--- config.mk ---
export PLATFORM = sky130hd
export DESIGN_NAME = ddr_burst_writer
export DESIGN_NICKNAME = d
export VERILOG_FILES = /design/src/rtl/ddr_burst_writer_pkg.sv /design/src/rtl/ddr_chunk_split.sv /design/src/rtl/ddr_burst_writer.sv
export SDC_FILE = /design/constraint.sdc
export NUM_CORES = 1
export LEC_CHECK = 0
export ABC_AREA = 1
export CORE_AREA = 5 5 251 253
export DETAILED_ROUTE_END_ITERATION = 8
export DIE_AREA = 0 0 256 258
export PLACE_DENSITY = 0.6
export SLEW_MARGIN = 20
export SYNTH_ARGS = -nofsm -noshare
export SYNTH_HDL_FRONTEND = slang
export SYNTH_SLANG_ARGS = --single-unit
--- constraint.sdc ---
create_clock -name clk -period 5.8 [get_ports clk]
set_input_delay 1.16 -clock clk [delete_from_list [all_inputs] [get_ports clk]]
set_output_delay 1.16 -clock clk [all_outputs]
set_load 0.005 [all_outputs]
--- src/rtl/ddr_burst_writer_pkg.sv ---
// Shared constants and job descriptor for the DDR write-side burst engine.
package ddr_burst_writer_pkg;

    localparam int DATA_W      = 256;
    localparam int DDR_ADDR_W  = 32;
    localparam int BURST_W     = 16;
    localparam int AXI_LEN_W   = 8;
    localparam int MAX_LEN     = 16;
    localparam int MAX_OUTST   = 4;

    localparam int BEAT_BYTES  = DATA_W / 8;
    localparam int BEAT_SHIFT  = $clog2(BEAT_BYTES);
    localparam int PAGE_BYTES  = 4096;
    localparam int PAGE_OFS_W  = $clog2(PAGE_BYTES);
    // Beat index inside a 4KB page, and a width that can also hold a full page of beats.
    localparam int PAGE_IDX_W  = PAGE_OFS_W - BEAT_SHIFT;
    localparam int PAGE_BEATS  = PAGE_BYTES / BEAT_BYTES;
    localparam int PAGE_BEAT_W = PAGE_IDX_W + 1;

    // Chunk length in beats (1..MAX_LEN), one bit wider than awlen.
    localparam int LEN_W       = AXI_LEN_W + 1;
    localparam int OUTST_W     = $clog2(MAX_OUTST + 1);

endpackage

--- src/rtl/ddr_chunk_split.sv ---
// Picks the beat count of the next AXI write transaction: the smallest of the
// beats still owed to the current burst, the AXI length cap and the beats left
// before the next 4KB page boundary.
module ddr_chunk_split
    import ddr_burst_writer_pkg::*;
(
    input  logic [BURST_W-1:0]    remaining,
    input  logic [PAGE_IDX_W-1:0] page_beat,
    output logic [LEN_W-1:0]      len
);

    logic [PAGE_BEAT_W-1:0] page_left;
    logic [BURST_W-1:0]     cap;

    // Three-way minimum; page_left is never 0, so len >= 1 whenever remaining >= 1.
    always_comb begin
        page_left = PAGE_BEAT_W'(PAGE_BEATS) - PAGE_BEAT_W'(page_beat);
        cap       = (remaining < BURST_W'(MAX_LEN)) ? remaining : BURST_W'(MAX_LEN);
        if (BURST_W'(page_left) < cap) begin
            cap = BURST_W'(page_left);
        end
        len = LEN_W'(cap);
    end

endmodule

--- src/rtl/ddr_burst_writer.sv ---
// Write-side DDR engine: takes one strided multi-burst job, cuts each burst into
// AXI4 write transactions that never cross 4KB, streams gatherer beats into W
// and reports done once every write response has come back.
module ddr_burst_writer
    import ddr_burst_writer_pkg::*;
(
    input  logic                  clk,
    input  logic                  rst_n,
    input  logic                  start,
    output logic                  done,
    input  logic [DDR_ADDR_W-1:0] st_addr,
    input  logic [BURST_W-1:0]    burst,
    input  logic [DDR_ADDR_W-1:0] step,
    input  logic [BURST_W-1:0]    burst_num,
    input  logic [DATA_W-1:0]     in_data,
    input  logic                  in_valid,
    output logic                  in_ready,
    output logic [DDR_ADDR_W-1:0] m_awaddr,
    output logic [AXI_LEN_W-1:0]  m_awlen,
    output logic                  m_awvalid,
    input  logic                  m_awready,
    output logic [DATA_W-1:0]     m_wdata,
    output logic                  m_wlast,
    output logic                  m_wvalid,
    input  logic                  m_wready,
    input  logic                  m_bvalid,
    output logic                  m_bready
);

    typedef enum logic [2:0] {S_IDLE, S_CALC, S_AW, S_W, S_WAIT_B} state_t;

    state_t                state_reg, state_next;
    logic [DDR_ADDR_W-1:0] addr_reg, base_reg, step_reg, awaddr_reg;
    logic [BURST_W-1:0]    bpb_reg, remain_reg, bursts_left_reg;
    logic [LEN_W-1:0]      len_reg, beat_cnt_reg;
    logic [AXI_LEN_W-1:0]  awlen_reg;
    logic [OUTST_W-1:0]    outst_reg;

    logic [LEN_W-1:0]      chunk_len;
    logic [BURST_W-1:0]    remain_after;
    logic [DDR_ADDR_W-1:0] next_base;
    logic                  outst_full, aw_hs, w_hs, b_hs, last_beat;
    logic                  unused_bits;

    // Sub-beat bits of the burst size carry no information.
    assign unused_bits  = ^burst[BEAT_SHIFT-1:0];

    assign outst_full   = (outst_reg == OUTST_W'(MAX_OUTST));
    assign aw_hs        = (state_reg == S_AW) && m_awready;
    assign w_hs         = (state_reg == S_W) && in_valid && m_wready;
    assign b_hs         = m_bvalid && m_bready && (outst_reg != '0);
    assign last_beat    = (beat_cnt_reg == len_reg - LEN_W'(1));
    assign remain_after = remain_reg - BURST_W'(len_reg);
    assign next_base    = base_reg + step_reg;

    assign m_awaddr     = awaddr_reg;
    assign m_awlen      = awlen_reg;
    assign m_wdata      = in_data;

    ddr_chunk_split u_split (
        .remaining (remain_reg),
        .page_beat (addr_reg[PAGE_OFS_W-1:BEAT_SHIFT]),
        .len       (chunk_len)
    );

    // State register.
    always_ff @(posedge clk or negedge rst_n) begin
        if (!rst_n) begin
            state_reg <= S_IDLE;
        end else begin
            state_reg <= state_next;
        end
    end

    // Next-state logic: one CALC/AW/W pass per chunk, then drain responses.
    always_comb begin
        state_next = state_reg;
        case (state_reg)
            S_IDLE:   if (start) state_next = S_CALC;
            S_CALC: begin
                if (bpb_reg == '0) begin
                    state_next = S_IDLE;
                end else if (!outst_full) begin
                    state_next = S_AW;
                end
            end
            S_AW:     if (m_awready) state_next = S_W;
            S_W: begin
                if (w_hs && last_beat) begin
                    if (remain_after != '0 || bursts_left_reg != '0) begin
                        state_next = S_CALC;
                    end else begin
                        state_next = S_WAIT_B;
                    end
                end
            end
            S_WAIT_B: if (outst_reg == '0) state_next = S_IDLE;
            default:  state_next = S_IDLE;
        endcase
    end

    // Outputs: W channel is a straight passthrough gated to the W state.
    always_comb begin
        done      = (state_reg == S_IDLE);
        m_awvalid = (state_reg == S_AW);
        m_bready  = (state_reg != S_IDLE);
        m_wvalid  = 1'b0;
        in_ready  = 1'b0;
        m_wlast   = 1'b0;
        if (state_reg == S_W) begin
            m_wvalid = in_valid;
            in_ready = m_wready;
            m_wlast  = last_beat;
        end
    end

    // Job latch, chunk registration and address walking.
    always_ff @(posedge clk or negedge rst_n) begin
        if (!rst_n) begin
            addr_reg        <= '0;
            base_reg        <= '0;
            step_reg        <= '0;
            awaddr_reg      <= '0;
            bpb_reg         <= '0;
            remain_reg      <= '0;
            bursts_left_reg <= '0;
            len_reg         <= '0;
            beat_cnt_reg    <= '0;
            awlen_reg       <= '0;
        end else begin
            case (state_reg)
                S_IDLE: begin
                    if (start) begin
                        addr_reg        <= st_addr;
                        base_reg        <= st_addr;
                        step_reg        <= step;
                        bpb_reg         <= burst >> BEAT_SHIFT;
                        remain_reg      <= burst >> BEAT_SHIFT;
                        bursts_left_reg <= burst_num;
                    end
                end
                S_CALC: begin
                    if (bpb_reg != '0 && !outst_full) begin
                        len_reg      <= chunk_len;
                        awaddr_reg   <= addr_reg;
                        awlen_reg    <= AXI_LEN_W'(chunk_len - LEN_W'(1));
                        beat_cnt_reg <= '0;
                    end
                end
                S_W: begin
                    if (w_hs) begin
                        beat_cnt_reg <= beat_cnt_reg + LEN_W'(1);
                        if (last_beat) begin
                            if (remain_after != '0) begin
                                addr_reg   <= addr_reg + (DDR_ADDR_W'(len_reg) << BEAT_SHIFT);
                                remain_reg <= remain_after;
                            end else if (bursts_left_reg != '0) begin
                                // Running-sum stride: next burst starts one step past the last base.
                                base_reg        <= next_base;
                                addr_reg        <= next_base;
                                remain_reg      <= bpb_reg;
                                bursts_left_reg <= bursts_left_reg - BURST_W'(1);
                            end
                        end
                    end
                end
                default: ;
            endcase
        end
    end

    // Transactions awaiting B: +1 per AW, -1 per accepted B, never below zero.
    always_ff @(posedge clk or negedge rst_n) begin
        if (!rst_n) begin
            outst_reg <= '0;
        end else begin
            case ({aw_hs, b_hs})
                2'b10:   outst_reg <= outst_reg + OUTST_W'(1);
                2'b01:   outst_reg <= outst_reg - OUTST_W'(1);
                default: ;
            endcase
        end
    end

endmodule
## Yosys cells after proc, flatten, opt, wreduce, memory -nomap -nowiden

Cells that the tools add are included.

- Flip-flop bits (word level): 203
- Logic and storage cells: 108
- Output and inout bits: 302
- Input bits: 359

- Multiplexer cells: 39
- Reduce and logical (&&, ||, !) cells: 26
- $add $sub $neg: 10
- Magnitude comparators: 2
- Equality and inequality tests: 19

Operator list:

| operator | number |
|---|---|
| $mux W32 | 8 |
| $mux W16 | 11 |
| $pmux W32 S2 | 2 |
| $pmux W16 S2 | 2 |
| $reduce_bool A16 Y1 | 3 |
| $add A32 B14 Y32 | 1 |
| $add A32 B32 Y32 | 1 |
| $mux W9 | 3 |
| $mux W3 | 7 |
| $pmux W9 S2 | 1 |
| $logic_not A16 Y1 | 1 |
| $lt A16 B5 Y1 const B | 1 |
| $lt A8 B16 Y1 | 1 |
| $ne A2 B2 Y1 const B | 8 |
| $sub A16 B1 Y16 const B | 1 |
| $sub A16 B9 Y16 | 1 |
| $pmux W3 S5 | 1 |
| $reduce_and A5 Y1 | 2 |
| $add A9 B1 Y9 const B | 1 |
| $eq A9 B9 Y1 | 1 |
| $sub A9 B1 Y9 const B | 1 |
| $sub A8 B1 Y8 const B | 1 |
| $sub A8 B7 Y8 const A | 1 |
| $logic_and A1 B1 Y1 | 7 |
| 19 further kinds | 29 |

## Longest topological paths before layout

- Word-level depth: 6
- Mapped depth: 23
- Depth with buffers taken out: 22

## Hierarchy

From an unflattened synthesis, not the netlist that was laid out.

- Cell total of the unflattened synthesis: 2498
- Area, all modules: 16636.0 um2

By module, submodules not included:

| module | area each (um2) | times used | seq. area each (um2) | cells an instance |
|---|---|---|---|---|
| ddr_burst_writer | 16131.7 | 1 | 5079.9 | 2406 |
| ddr_chunk_split | 504.2 | 1 | 0.0 | 92 |

## Worst setup path after synthesis

OpenSTA, ideal clock, no wires.

- Kind: flip-flop to flip-flop
- From: register addr_reg[6]
- To: register awlen_reg[2], in the netlist m_awlen[2]
- Path slack: 2734 ps
- Required time: 5679 ps
- Clock period less this slack: 3066 ps
- Data arrival time: 2944 ps
- Cell stages (with the launch flop): 17
- Cell sequence: dfrtp_1 nor3_1 nand2_1 o21ai_0 nand2_1 inv_1 ha_1 a21oi_1 nor2_1 a211oi_1 nand2_2 o21ai_0 inv_1 ha_1 nand2_1 nand2_1 o22a_1

- Cells in the longest elaborated chain, start to end: 4

Ends and longest elaborated chain:

| what | line | text |
|---|---|---|
| start, declared | ddr_burst_writer.sv:33 | `logic [DDR_ADDR_W-1:0] addr_reg, base_reg, step_reg, awaddr_reg;` |
| start signal, assigned | ddr_burst_writer.sv:134 | `addr_reg <= st_addr;` |
| start signal, assigned | ddr_burst_writer.sv:155 | `addr_reg <= addr_reg + (DDR_ADDR_W'(len_reg) << BEAT_SHIFT);` |
| start signal, assigned | ddr_burst_writer.sv:160 | `addr_reg <= next_base;` |
| $sub A8 B7 Y8 (*) | ddr_chunk_split.sv:17 | `page_left = PAGE_BEAT_W'(PAGE_BEATS) - PAGE_BEAT_W'(page_beat);` |
| $lt A8 B16 Y1 | ddr_chunk_split.sv:19 | `if (BURST_W'(page_left) < cap) begin` |
| $mux W9 (*) | ddr_chunk_split.sv:19 |  |
| $sub A8 B1 Y8 (*) | ddr_burst_writer.sv:146 | `awlen_reg <= AXI_LEN_W'(chunk_len - LEN_W'(1));` |
| end signal, assigned | ddr_burst_writer.sv:146 |  |
| end, declared | ddr_burst_writer.sv:36 | `logic [AXI_LEN_W-1:0] awlen_reg;` |

Every way passes the cells marked *; elsewhere a longest branch is shown, timed or not.
A chain may end at the register's enable or synchronous reset.

## Final worst setup path

- From: register remain_reg[0]
- To: register bursts_left_reg[4]

- Cells in the longest elaborated chain, start to end: 4

Ends and longest elaborated chain:

| what | line | text |
|---|---|---|
| start, declared | ddr_burst_writer.sv:34 | `logic [BURST_W-1:0] bpb_reg, remain_reg, bursts_left_reg;` |
| start signal, assigned | ddr_burst_writer.sv:138 | `remain_reg <= burst >> BEAT_SHIFT;` |
| start signal, assigned | ddr_burst_writer.sv:156 | `remain_reg <= remain_after;` |
| start signal, assigned | ddr_burst_writer.sv:161 | `remain_reg <= bpb_reg;` |
| $sub A16 B9 Y16 | ddr_burst_writer.sv:53 | `assign remain_after = remain_reg - BURST_W'(len_reg);` |
| $reduce_bool A16 Y1 | ddr_burst_writer.sv:154 | `if (remain_after != '0) begin` |
| $ne A2 B2 Y1 (no line) | -- |  |
| $reduce_and A6 Y1 (no line) | -- |  |
| end signal, assigned | ddr_burst_writer.sv:139 | `bursts_left_reg <= burst_num;` |
| end signal, assigned | ddr_burst_writer.sv:162 | `bursts_left_reg <= bursts_left_reg - BURST_W'(1);` |
| end, declared | ddr_burst_writer.sv:34 |  |

No other way between the ends.

==> results.toml <==
[run_status]
outcome = "finished, final reports clean"

[routing]
ant_nets = 0
finalWirelength_mm = 50.0
vias = 13654
drt-initial-drc-count = 857
vias_per_cell = 4.57
wire_per_inst_um = 16.7
drc = 0
drt_pass1_iterations = 5

[sta]
hold_viol_final = 0
clock.fmax_mhz = 232
worst_slack_ns = 1.48
fin_setup_tns_ns = 0
fin_crit_sh = 0.745
fin_crit_ns = 4.32
finalSetupViolCount = 0
drv_slew = 0
fin_skew_ns = 0.0101
maxSlewHeadroom = 0.419
tightestPinTransition_ns = 0.871
rsz0062_at_grt = "no"

[final_layout]
layout.nets = 2600
drive_gt1_frac = 0.0465
layout_commonest_cell = "nand2_1"
layout_common_cells = "nand2_1, dfrtp_1, inv_1, nor2_1, clkdlybuf4s50_1"
area_growth_pct = 7.44

[job]
cap_viol_max_count = 0

[clocking]
cts_buffers = 24
cts_setup_buffers = 0
path_clk_slew_ns = 0.06
worstSkewPairLatency_ns = 0.54
cts_htree_levels = 1
cts_num_sinks = 203
cts_hold_buffers = 0
cts_tree = "built"
cts-resized-gates = 0
clockBufferDepth = 3
cts-root-buf = "clkbuf_16"

[power]
peakVddDrop_uv = 410
power.density_nw_per_um2 = 656
leakagePower_nw = 8.59

[floorplanning]
num_io_pins = 661
die_w_um = 256
core_um2 = 60800
dieArea_um2 = 66000
start_util = 0.263
die_h_um = 258
fp-row-count = 91

[yosys]
ys_seq_area_frac = 0.318
synth_edf_count = 0
avgSynthCellArea_um2 = 6.90
synth_area_um2 = 16000
synth-seq-cells = 203
syn_inst = 2316
ys_types = 52
synth_warnings = 0
ys_async_sr_fraction = 1.00
synth_flop_cell = "dfrtp_1"

[setup_path]
critical_path.cell_chain = "inv_1, ha_1, fa_1, inv_1, nand3_1, nand2_1, nand2_1, nand2_1, nand2_1, nand2_1, xor2_1, nand2_1, nor2_4, buf_4, nand3_4, nand2_4, nand2_4, nand2_1, o21ai_2"
arrival_ns = 4.71
crit_path_end_kind = "flip-flop"
cp.depth = 19
cp_top_family = "simple AND/OR/NAND/NOR gates"
cp_max_fo = 71
path_class = "reg2reg"
path_buf_inv = 3
startpoint_type = "flip-flop"
rr_worst_depth = 19
crit_required_ns = 6.19
path_common_cell = "nand2_1"
worst_path_max_delay_cell = "nand2_4"
max_stage_delay_ns = 0.49

[worst_hold_path]
hold_class = "reg2reg"
min_path_cells = 2

[placement]
portBuffers = 143
place_hpwl_mm = 38.0
dpl_worst_slack_ns = 1.43
gp_congestion = 0.914

[grt]
antenna_found_initial = 4
grt_pass1_vias = 13524
grt_max_degree = 111
gr-total-overflow = 0
grt.total_usage = 0.145
grt_pass1_wl_mm = 77.6
area by class of cell:
type,count,area [µm²]
Antenna cell,2,5.00
Clock buffer,33,706
Clock inverter,11,165
Fill cell,6741,43600
Inverter,194,728
Multi-Input combinational cell,1594,7940
Sequential cell,203,5080
Tap cell,790,988
Timing Repair Buffer,158,1560
worst paths after layout:
| kind | from | to | slack [ns] |
|---|---|---|---|
| max | remain_reg[0] | bursts_left_reg[4] | 1.48 |
| min | addr_reg[0] | m_awaddr[0] | 0.47 |
| max reg2reg | remain_reg[0] | bursts_left_reg[4] | 1.48 |
| min reg2reg | addr_reg[0] | m_awaddr[0] | 0.47 |
| max in group asynchronous | rst_n | bursts_left_reg[1] | 4.00 |
| min in group asynchronous | rst_n | step_reg[29] | 0.69 |
metrics by stage:
stage	hold slack (ns)	std cells	utilization	power, W	area (µm²)
2_1_floorplan	0.442	2318	-	0.00762	16000
4_1_cts	0.478	2983	0.282	0.0113	17200
3_3_place_gp	0.455	2939	0.268	0.00955	16300
3_5_place_dp	0.461	2939	0.268	0.00960	16300
5_1_grt	0.494	2983	0.282	0.0124	17200
6_report	0.472	2985	0.282	0.0113	17200
where the power goes:
part / switching, W / total [W] / internal [W] / leakage, nW
sequential: 0.000610 / 0.00271 / 0.00210 / 2.50
clock: 0.000647 / 0.00168 / 0.00103 / 0.429
combinational: 0.00451 / 0.00688 / 0.00237 / 5.66
total: 0.00577 / 0.0113 / 0.00550 / 8.59
synth_stat cells (6+ instances only):
cell type / count / area share
or2_2: 6 / 0.0023
nor2_1: 166 / 0.039
nand3_1: 107 / 0.034
nand2_1: 802 / 0.19
nor3_1: 25 / 0.0078
nand4_1: 50 / 0.020
o21bai_1: 8 / 0.0038
a21oi_1: 116 / 0.036
o21ai_0: 79 / 0.025
inv_1: 188 / 0.044
clkbuf_1: 35 / 0.0082
nand3b_1: 7 / 0.0033
o21ai_1: 9 / 0.0028
nor2_2: 7 / 0.0027
xnor2_1: 14 / 0.0077
buf_4: 257 / 0.12
dfrtp_1: 203 / 0.32
xor2_1: 61 / 0.033
o21ai_2: 10 / 0.0055
nor4_1: 9 / 0.0035
buf_2: 25 / 0.0078
ha_1: 62 / 0.049
layer usage:
layer | vias up | share of wire | GRT usage
met3 | 150 | 0.072 | 0.0392
met1 | 6203 | 0.45 | 0.187
met4 | 6 | 0.038 | 0.0552
met5 | - | 0.0013 | 0.00877
li1 | 6826 | - | -
met2 | 469 | 0.44 | 0.231
cell families (layout without fill, tap and decap cells):
kind of cell | after synthesis | after routing | share of synthesized area
and+or+nand+nor | 1197 | 1197 | 0.311
muxes | 2 | 2 | 0.00125
DFF | 203 | 203 | 0.318
other | 1 | 5 | 0.000235
buffers and inverters | 521 | 396 | 0.187
xor gates and xnor gates | 77 | 77 | 0.0431
adders and majority gates | 66 | 66 | 0.0535
AOI/OAI and AO/OA | 249 | 249 | 0.0862
worst register-to-register path, stage by stage, from the launching register on:
cell and delay, ns:
dfrtp_1 0.46, inv_1 0.07, ha_1 0.22, fa_1 0.41, inv_1 0.10, nand3_1 0.07
nand2_1 0.14, nand2_1 0.08, nand2_1 0.10, nand2_1 0.06, nand2_1 0.07, xor2_1 0.23
nand2_1 0.13, nor2_4 0.10, buf_4 0.36, nand3_4 0.36, nand2_4 0.34, nand2_4 0.50
nand2_1 0.31, o21ai_2 0.07
(Power assumes the default switching activity.)
==> variant 1, RTL diff (config.mk and constraints unchanged) <==
Change the package constant `AXI_LEN_W` from 8 to 4.
--- a/src/rtl/ddr_burst_writer_pkg.sv
+++ b/src/rtl/ddr_burst_writer_pkg.sv
@@ -4,7 +4,7 @@
     localparam int DATA_W      = 256;
     localparam int DDR_ADDR_W  = 32;
     localparam int BURST_W     = 16;
-    localparam int AXI_LEN_W   = 8;
+    localparam int AXI_LEN_W   = 4;
     localparam int MAX_LEN     = 16;
     localparam int MAX_OUTST   = 4;
 
Interface: changed (resized m_awlen); port bits go from 661 to 657. No check against the original RTL was run, so the function may have changed too.
==> variant 1 against the unedited design <==
Power decreased by 15%. Sequential cell count decreased by 12. Sequential share of layout area increased by 0.83 points. Synthesized cell count decreased by 5.8%. Utilization decreased by 2.4 points. Clock power decreased by 22%. Routed wire length decreased by 5.9%. Worst setup slack improved by 210 ps. Final area decreased by 8.5%. Via count decreased by 7.8%. Area after synthesis decreased by 7.6%. Clock skew increased by 11 ps.
==> variant 1: results (changes against the unedited design) <==
GRT
  – Vias in the first global route: 12409 (was 13524)
  – Met2 Resource Use GR: 21.1% (was 23.1%)
  – Maximum number of pins on one net before global-route repair: 109 (was 111)
  – Antenna violations before repair: 6 (was 4)
  – Grt met3 use: 5.23% (was 3.92%)

Drt
  – Per-cell via count in the routed design: 4.43 (was 4.57)
  – Routed wl met3: 4.02 mm (was 3.58 mm)
  – Via Count: 12591 (was 13654)
  – DRC marker count from the first detailed-route iteration: 816 (was 857)
  – Routed length on met1: 20.6 mm (was 22.2 mm)
  – Wire length on met2: 20.4 mm (was 22.2 mm)

Run status
  – Result of the run: completed (unchanged)

Placement
  – Pre-CTS WS: 1590 ps (was 1430 ps)
  – Dpl cell area: 15100 sq um (was 16300 sq um)
  – Count of placed standard cells including taps: 2807 (was 2939)
  – Number of buffers added on ports: 139 (was 143)

Clocking
  – CTS max path bufs: 2 (was 3)
  – # H-tree levels: 4 (was 1)
  – Clock latency of the later-clocked register in the worst-skew pair: 470 ps (was 540 ps)

Synth
  – Syn_area_per_cell: 6.77 sq um (was 6.90 sq um)
  – Largest cells by area after synthesis: dfrtp_1 32%, nand2_1 22%, buf_4 13%, ha_1 4.6%, inv_1 3.9% (was dfrtp_1 32%, nand2_1 19%, buf_4 12%, ha_1 4.9%, inv_1 4.4%)
  – Count of different cell masters after synthesis: 41 (was 52)

Power
  – Peak ir drop on the vdd network: 0.274 mV (was 0.410 mV)
  – Static Leak: 7.90 nW (was 8.59 nW)

Finish
  – Layout cell share with drive strength beyond 1: 3.22% (was 4.65%)
  – Count of nets after finishing: 2453 (was 2600)
  – Number of filler cells placed in the layout: 6809 (was 6741)

STA
  – Slew of the pin with the lowest slew margin: 955 ps (was 871 ps)
  – Worst hold slack: 482 ps (was 472 ps)

Setup path
  – CP endpoint: base_reg[17]$_DFFE_PN0P_ (was bursts_left_reg[4]$_DFFE_PN0P_)
  – Origin of the critical flop-to-flop path: len_reg[0]$_DFFE_PN0P_ (was remain_reg[0]$_DFFE_PN0P_)
  – Count of cells along the worst register-to-register path: 18 (was 19)
  – Worst Path Arrival: 4490 ps (was 4710 ps)

Hold path
  – HP Start: step_reg[10]$_DFFE_PN0P_ (was addr_reg[0]$_DFFE_PN0P_)
-- variant 1: cell count changes in the layout (fill, tap and decap cells not counted), sizes merged, moves of 7 or more --
cell,before,now
nand4,50,33
nand3,109,97
inv,193,169
dfrtp,203,191
a21oi,116,70
o21ai,98,109
ha,62,54
nor2,174,137
o21bai,8,1
xor2,63,54
clkbuf,33,18
nand2,806,876
-- variant 1: cell families after synthesis --
group / after synthesis / share of synthesized area [%]
AOI/OAI and AO/OA: 198 / 7.05
xor gates and xnor gates: 65 / 3.85
buffers and inverters: 480 / 19.2
other: 1 / 0.0254
DFF: 191 / 32.4
adders and majority gates: 58 / 5.12
and+or+nand+nor: 1187 / 32.4
muxes: 1 / 0.0678
-- variant 1: critical path, cell delays in order, from the launching register on --
cell	delay, ps
dfrtp_1	500
ha_1	200
inv_1	70
fa_1	400
nand3_1	110
nand3_1	110
nand2_1	130
nand2_2	100
o21ai_0	160
nand2_1	120
nor2_1	140
nand2_1	110
nor2_4	80
buf_4	350
nand2_2	490
a21oi_4	300
buf_4	360
nand2_1	170
nand2_1	100
-- variant 1: power breakdown --
group / internal, mW / leakage, nW / total [mW] / switching [mW]
clock network: 0.706 / 0.315 / 1.31 / 0.604
logic: 1.96 / 5.20 / 5.77 / 3.81
registers: 1.96 / 2.39 / 2.47 / 0.516
-- variant 1: area by class of cell --
class	instances	area (sq um)	share of cell area, %
Multi-Input combinational cell	1512	7180	45.7
Sequential cell	191	4780	30.4
Timing Repair Buffer	152	1510	9.58
Tap cell	790	988	6.29
Inverter	162	608	3.87
Clock buffer	17	425	2.71
Clock inverter	15	224	1.42
Antenna cell	1	2.50	0.0159
==> variant 2, RTL diff (same flow settings) <==
Made on the original files. Make the reset (`rst_n`) synchronous in 3 clocked blocks.
--- a/src/rtl/ddr_burst_writer.sv
+++ b/src/rtl/ddr_burst_writer.sv
@@ -64,7 +64,7 @@
     );
 
     // State register.
-    always_ff @(posedge clk or negedge rst_n) begin
+    always_ff @(posedge clk) begin
         if (!rst_n) begin
             state_reg <= S_IDLE;
         end else begin
@@ -115,7 +115,7 @@
     end
 
     // Job latch, chunk registration and address walking.
-    always_ff @(posedge clk or negedge rst_n) begin
+    always_ff @(posedge clk) begin
         if (!rst_n) begin
             addr_reg        <= '0;
             base_reg        <= '0;
@@ -170,7 +170,7 @@
     end
 
     // Transactions awaiting B: +1 per AW, -1 per accepted B, never below zero.
-    always_ff @(posedge clk or negedge rst_n) begin
+    always_ff @(posedge clk) begin
         if (!rst_n) begin
             outst_reg <= '0;
         end else begin
Formal check against the unedited RTL: not equivalent (Yosys sat finds a counterexample within 4 cycles, from zero or initial values and one cycle with rst_n low; the reset may be asserted at any time).
==> variant 2 against the unedited design <==
Non-clock buffer count is 2 higher. Area after synthesis is 4.7% lower. Largest power group unchanged. Power is 15% lower. Sequential cell count stayed put. Worst setup slack better by 200 ps. Routed wire length is 2.4% higher. Sequential power is 15% lower. Final area is 5.0% lower. Combinational power is 19% lower.
==> variant 2: results (changes against the unedited design) <==
Run status
  – Result of the run: completed (unchanged)

Finish
  – Count of nets after finishing: 2623 (was 2600)
  – Inserted Diodes: 0 (was 2)
  – Non-clock inverter instance count of the final layout: 222 (was 194)
  – Multi-input gate area in the final layout: 8000 sq um (was 7940 sq um)
  – Storage element area: 4060 sq um (was 5080 sq um)
  – Layout cell share with drive strength beyond 1: 4.65% (about the same)
  – Area growth from synthesis to final layout: 7.09% (was 7.44%)
  – Share of final layout cell area taken by non-clock buffers: 9.54% (was 9.09%)
  – Layout clock area frac: 5.37% (was 5.07%)
  – Non-clock buffers: 160 (was 158)
  – Number of combinational gates with multiple inputs: 1586 (was 1594)

GRT
  – Global Route met1 Usage: 18.1% (was 18.7%)
  – Wire length of the first global-routing pass: 77.4 mm (was 77.6 mm)
  – Total GRT Usage: 14.6% (was 14.5%)
  – Vias in the first global route: 12926 (was 13524)
  – Antenna violations before repair: 2 (was 4)
  – Maximum number of pins on one net before global-route repair: 74 (was 111)

Synth
  – Count of different cell masters after synthesis: 46 (was 52)
  – Syn_area_per_cell: 6.49 sq um (was 6.90 sq um)
  – Seq/Total Area, Yosys: 26.7% (was 31.8%)
  – Largest cells by area after synthesis: dfxtp_1 27%, nand2_1 13%, buf_4 13%, a21oi_1 7.8%, nor2_1 6.1% (was dfrtp_1 32%, nand2_1 19%, buf_4 12%, ha_1 4.9%, inv_1 4.4%)
  – Most common library cells after synthesis: 521 x nand2_1, 260 x buf_4, 249 x nor2_1 (was 802 x nand2_1, 257 x buf_4, 203 x dfrtp_1)
  – Fraction of registers with async set or reset after synthesis: 0% (was 100%)

Setup path
  – Endpoint of the worst register-to-register path: base_reg[24]$_SDFFE_PN0P_ (was bursts_left_reg[4]$_DFFE_PN0P_)
  – Crit path max fanout: 5 (was 71)
  – Count of cells along the worst register-to-register path: 15 (was 19)
  – R2R Setup Slk: 1850 ps (was 1480 ps)
  – Highest-delay cell along the critical path: clkdlybuf4s50_1 (was nand2_4)
  – Crit path largest cell delay: 520 ps (was 490 ps)
  – First element of the critical path: len_reg[0]$_SDFFE_PN0P_ (was remain_reg[0]$_DFFE_PN0P_)

Power
  – Clock share of power: 17.6% (was 14.9%)
  – Logic power comb: 5.59 mW (was 6.88 mW)
  – Peak ir drop on the vdd network: 0.222 mV (was 0.410 mV)
  – Net switching power: 4.69 mW (was 5.77 mW)

Placement
  – Last weighted congestion value of the routability-driven placer: 0.885 (was 0.914)
  – Dpl cell area: 15400 sq um (was 16300 sq um)
  – Post-DP HPWL: 39.5 mm (was 38.0 mm)

Drt
  – Wire length on met2: 23.1 mm (was 22.2 mm)
  – Routed length on met1: 21.9 mm (was 22.2 mm)
  – DRC marker count from the first detailed-route iteration: 747 (was 857)
  – Routed wl met3: 4.47 mm (was 3.58 mm)

STA
  – Max transition margin: 36.7% (was 41.9%)

Hold path
  – HP Start: m_awaddr[4]$_SDFFE_PN0P_ (was addr_reg[0]$_DFFE_PN0P_)
variant 2: cell count changes in the layout (fill, tap and decap cells not counted), sizes merged, moves of 28 or more:
cell   change
nand4     -28
o21ai     +65
nand3     +49
inv       +29
nand2    -274
dfrtp    -203
a21oi    +123
nor2      +81
dfxtp    +203
variant 2: metrics by stage:
step | instances | setup WS (ps) | power, mW | hold WS (ps)
final | 3005 | 1680 | 9.58 | 463
after global routing | 3005 | 1370 | 10.5 | 484
after CTS | 3005 | 1610 | 9.65 | 462
after detailed placement | 2961 | 1610 | 7.90 | 457
after global placement | 2961 | 1600 | 7.89 | 453
after floorplan | 2351 | 2710 | 6.47 | 439
variant 2: logic make-up after synthesis:
kind of cell / count (synthesis) / synth area share, %
adders and majority gates: 66 / 5.62
other: 1 / 0.0246
xor gates and xnor gates: 59 / 3.44
buffers and inverters: 562 / 21.0
AOI/OAI and AO/OA: 437 / 15.0
DFF: 203 / 26.7
and+or+nand+nor: 1021 / 28.3
